### src/rtl/fifo_wr_ctrl_pkg.sv
// Shared async-FIFO definitions: geometry and Gray/binary pointer conversions
// used by both the write and read controllers.
package fifo_wr_ctrl_pkg;

  localparam int unsigned FIFO_ADDR_WIDTH = 3;
  localparam int unsigned FIFO_DEPTH      = 1 << FIFO_ADDR_WIDTH;

  typedef logic [31:0] ptr_word_t;

  function automatic ptr_word_t bin2gray(input ptr_word_t b);
    return b ^ (b >> 1);
  endfunction

  // Prefix-XOR from the MSB down, done in log2 steps instead of a bit loop.
  function automatic ptr_word_t gray2bin(input ptr_word_t g);
    ptr_word_t b;
    b = g;
    b = b ^ (b >> 1);
    b = b ^ (b >> 2);
    b = b ^ (b >> 4);
    b = b ^ (b >> 8);
    b = b ^ (b >> 16);
    return b;
  endfunction

endpackage

### src/rtl/fifo_wr_ctrl_ptr_sync.sv
// N-stage, width-parameterised pointer synchroniser with asynchronous
// active-low reset; shared by the write and read controllers.
module ptr_sync #(
  parameter int unsigned WIDTH  = 4,
  parameter int unsigned STAGES = 2
) (
  input  logic             clk_i,
  input  logic             rst_ni,
  input  logic [WIDTH-1:0] d_i,
  output logic [WIDTH-1:0] q_o
);

  logic [WIDTH-1:0] sync_q [STAGES];

  always_ff @(posedge clk_i or negedge rst_ni) begin
    if (!rst_ni) begin
      for (int unsigned i = 0; i < STAGES; i++) begin
        sync_q[i] <= '0;
      end
    end else begin
      sync_q[0] <= d_i;
      for (int unsigned i = 1; i < STAGES; i++) begin
        sync_q[i] <= sync_q[i-1];
      end
    end
  end

  assign q_o = sync_q[STAGES-1];

endmodule

### src/rtl/fifo_wr_ctrl.sv
// Async FIFO write-side controller (W_CLK domain): write pointer, full flag,
// overflow pulse. Define FIFO_WR_ALMOST_FULL_EN to add w_level/w_almost_full.
module fifo_wr_ctrl
  import fifo_wr_ctrl_pkg::*;
#(
  parameter int unsigned ADDR_WIDTH   = FIFO_ADDR_WIDTH,
  parameter int unsigned SYNC_STAGES  = 2,
  parameter int unsigned AF_THRESHOLD = 6
) (
  input  logic                  W_CLK,
  input  logic                  W_RST,
  input  logic                  W_INC,
  input  logic [ADDR_WIDTH:0]   rptr_gray,
  output logic [ADDR_WIDTH-1:0] waddr,
  output logic                  w_en,
  output logic                  W_FULL,
  output logic [ADDR_WIDTH:0]   wptr_gray,
  output logic                  w_overflow
`ifdef FIFO_WR_ALMOST_FULL_EN
  ,
  output logic [ADDR_WIDTH:0]   w_level,
  output logic                  w_almost_full
`endif
);

  localparam int unsigned PW = ADDR_WIDTH + 1;

  logic [PW-1:0] wbin_q, wbin_d;
  logic [PW-1:0] wgray_q, wgray_d;
  logic [PW-1:0] rq_sync;
  logic [PW-1:0] full_cmp;
  logic          full_q, full_d;
  logic          ovf_q, ovf_d;
  logic          inc;

  ptr_sync #(
    .WIDTH  (PW),
    .STAGES (SYNC_STAGES)
  ) u_rptr_sync (
    .clk_i  (W_CLK),
    .rst_ni (W_RST),
    .d_i    (rptr_gray),
    .q_o    (rq_sync)
  );

  // Full compares against the synchronised read pointer with its top two
  // Gray bits inverted: write pointer exactly one depth ahead.
  always_comb begin
    inc      = W_INC && !full_q;
    wbin_d   = wbin_q + {{ADDR_WIDTH{1'b0}}, inc};
    wgray_d  = PW'(bin2gray(ptr_word_t'(wbin_d)));
    full_cmp = {~rq_sync[PW-1:PW-2], rq_sync[PW-3:0]};
    full_d   = (wgray_d == full_cmp);
    ovf_d    = W_INC && full_q;
  end

  always_ff @(posedge W_CLK or negedge W_RST) begin
    if (!W_RST) begin
      wbin_q  <= '0;
      wgray_q <= '0;
      full_q  <= 1'b0;
      ovf_q   <= 1'b0;
    end else begin
      wbin_q  <= wbin_d;
      wgray_q <= wgray_d;
      full_q  <= full_d;
      ovf_q   <= ovf_d;
    end
  end

  assign waddr      = wbin_q[ADDR_WIDTH-1:0];
  assign w_en       = inc && W_RST;
  assign W_FULL     = full_q;
  assign wptr_gray  = wgray_q;
  assign w_overflow = ovf_q;

`ifdef FIFO_WR_ALMOST_FULL_EN
  logic [PW-1:0] rq_bin;
  logic [PW-1:0] level_d, level_q;
  logic          af_d, af_q;

  always_comb begin
    rq_bin  = PW'(gray2bin(ptr_word_t'(rq_sync)));
    level_d = wbin_d - rq_bin;
    af_d    = (level_d >= PW'(AF_THRESHOLD));
  end

  always_ff @(posedge W_CLK or negedge W_RST) begin
    if (!W_RST) begin
      level_q <= '0;
      af_q    <= 1'b0;
    end else begin
      level_q <= level_d;
      af_q    <= af_d;
    end
  end

  assign w_level       = level_q;
  assign w_almost_full = af_q;
`endif

endmodule

### config.mk
export PLATFORM = sky130hd
export DESIGN_NAME = fifo_wr_ctrl
export DESIGN_NICKNAME = d
export VERILOG_FILES = /design/src/rtl/fifo_wr_ctrl_pkg.sv /design/src/rtl/fifo_wr_ctrl_ptr_sync.sv /design/src/rtl/fifo_wr_ctrl.sv
export SDC_FILE = /design/constraint.sdc
export NUM_CORES = 1
export LEC_CHECK = 0
export ABC_AREA = 1
export BUFFER_PORTS_ARGS = -buffer_cell sky130_fd_sc_hd__buf_2
export CORE_UTILIZATION = 53
export CTS_BUF_LIST = sky130_fd_sc_hd__clkbuf_4 sky130_fd_sc_hd__clkbuf_8
export DETAILED_ROUTE_END_ITERATION = 8
export PLACE_DENSITY = 0.9
export SLEW_MARGIN = 30
export SYNTH_ARGS = -nofsm -noshare
export SYNTH_HDL_FRONTEND = slang
export SYNTH_SLANG_ARGS = --single-unit
### constraint.sdc
create_clock -name W_CLK -period 1.9 [get_ports W_CLK]
set_clock_uncertainty 0.2 [all_clocks]
set_input_delay 0.38 -clock W_CLK [delete_from_list [all_inputs] [get_ports W_CLK]]
set_output_delay 0.38 -clock W_CLK [all_outputs]
set_load 0.02 [all_outputs]
==> metrics.txt <==
Setup Crit Path Kind=reg2reg; Post-Syn Nets=77; # port buffers=16; I/O pin cnt=17; PnR worst setup slack=118 ps; Max Cap Viol=0; Final Net Count=106; drt via density=4.87; maximum clock insertion buffer count=2; First-pass DRT Iterations=4; Cells after Synth=68; Fill cells=77; via count=536; Clk Latency, worst-skew pair=280 ps; CP Capture Type=register; synth warn=0; worst reg2reg path depth=9; Worst R2R End=W_FULL; TritonCTS clock tree=built; crit path buf inv count=1; Crit Path Max Fanout=5; die footprint=1440 um^2; synthesized area=687 um^2; mean area per synthesized cell=10.1 um^2; initial antenna violation count=0; n_diodes=0; Yosys reg bits=17; GP Congestion=0.750; worst r2r src=W_FULL; Worst IR Drop VDD=1.01 mV; DR iter-0 viols=6; pwr/cell area=1720 nW/um^2; HPWL Detailed=946 um; Die W=38 um; register area=425 um^2; Leak=0.496 nW; clk sinks=17; Fin. Hold Viols=0; Core ar.=1160 um^2; outcome=finished, final reports clean; shortest period the worst path allows=1780 ps; # DRC=0; Slew headroom=84.6%; CP Launch Type=register; reg2reg setup slack=120 ps; Die Y=38 um; hold endpoint=w_overflow; Avg WL per Cell=11.5 um; # setup viols final=0; total power=1.55 mW; first-pass GRT wire length=2110 um; Yosys cell types=12; fin crit share=93.8%; grt total ovfl=0; family with the most delay on the worst path=adder cells; number of global-route vias before repair=561; Initial Util=59.4%; Area Growth Syn to Fin=31.7%; Required @ worst endpoint=1890 ps; largest net degree at the start of global routing=18; H-tree levels=1; CTS Root Cell=clkbuf_4; worst hold path class=in2reg; Total Routed Length=1270 um; actual slew at the worst max-slew pin=231 ps; Slew Limit Fails=0; Inserted Clock Buffers=3; Post-Place Worst Slack=-95.3 ps; Worst EP arrival=1770 ps; Seq/Total Area, Yosys=61.9%; layout cell share with drive strength beyond 1=37.5%; Max Clk Rate=561 MHz; crit path cell chain=nor2_2 > ha_2 > ha_2 > xor2_2 > inv_1 > nand2_1 > nand2_1 > nand3_1 > nor2_1; post-CTS setup buffer count=0; hold path depth=3; slowest library cell on the worst path=dfrtp_1; Min-Delay Startpoint=W_INC; GRT Total Usage=22.8%; CTS clock-pin slew for the worst setup and hold paths=90 ps; multi-input logic area=238 um^2; post-route ant nets=0; RSZ-0062 raised after global routing=false; Rows=12; worst stage delay on the critical path=410 ps
## cells in the final DEF (no fill, tap or decap), types with 2 or more instances in the layout
master / instances
dfrtp_1: 17
buf_2: 16
nand2_1: 15
inv_1: 10
nand3_1: 8
nand2_2: 6
dlygate4sd3_1: 5
clkbuf_4: 4
buf_4: 3
nand4_1: 2
nand3_2: 2
ha_2: 2
## synthesized netlist by cell type
master	count	area share, %
nand3_2	2	2.9
nand2_2	5	4.6
nand4_1	2	1.8
nor2_1	2	1.1
dfrtp_1	17	62
nand3b_1	1	1.1
xor2_1	1	1.3
nand3_1	8	5.8
ha_1	2	3.6
nor3b_1	1	1.1
inv_1	11	6.0
nand2_1	16	8.7
## metrics by stage
stage               setup TNS (ps)  std cells  util, %  hold slack [ps]  cell area, um^2
global placement             -48.2        101     69.8              133              807
floorplan                        0         68        -             -116              687
global route                     0        110     78.2              112              905
finish                           0        110     78.2              119              905
CTS                              0        110     76.7              103              887
detailed placement           -95.3        101     69.8              137              807
## registers in the layout (all words and copies together) (netlist names)
name                flops
u_rptr_sync.sync_q      4
u_rptr_sync.q_o         4
w_overflow              1
wptr_gray               3
W_FULL                  1
wbin_q                  4
## routing by layer
layer	routed length (um)	global-route usage, %	vias to the layer above
met2	694	41.4	13
met4	0	16.1	0
met1	534	22.6	254
met3	36	5.23	0
met5	0	0	-
li1	-	-	269
## worst register-to-register path, delay by kind of cell, from the launching register on
kind,cells,cell delay [ps]
xor gates and xnor gates,1,180
and+or+nand+nor,5,250
buffers and inverters,1,60
DFF,1,410
adders and majority gates,2,580
## final cells by class
cell class                      count  share of cell area (%)
Multi-Input combinational cell     40                    26.3
Sequential cell                    17                    47.0
Clock buffer                        4                    3.32
Inverter                           11                    4.56
Tap cell                           14                    1.94
Timing Repair Buffer               24                    16.9
## where the power goes
part / internal [mW] / switching [mW]
Sequential: 0.465 / 0.0797
Clock: 0.0958 / 0.104
Combinational: 0.324 / 0.486
Total: 0.885 / 0.670
## how the worst max path moves through the flow
stage                     slack [ps]  cells past startpoint    from  endpoint
after global placement           -50                     11   W_INC    W_FULL
after global routing              20                      9  W_FULL    W_FULL
after floorplan                   30                      9  W_FULL    W_FULL
after CTS                         40                      9  W_FULL    W_FULL
after detailed placement        -100                     11   W_INC    W_FULL
final                            120                      9  W_FULL    W_FULL
## kinds of logic (layout without fill, tap and decap cells)
logic type | Yosys count | count (layout) | synth area share (%)
xor+xnor | 1 | 1 | 1.28
fa+ha+maj | 2 | 2 | 3.64
buf+inv | 11 | 39 | 6.01
flops | 17 | 17 | 61.9
simple gates | 37 | 37 | 27.1
## what timing repair did
action / in CTS / in global routing
setup endpoints to repair: 0 / 1
endpoints found under the hold margin: 21 / 0
gates resized for setup: 0 / 6
hold buffers: 5 / 0
(Power assumes the default switching activity.)
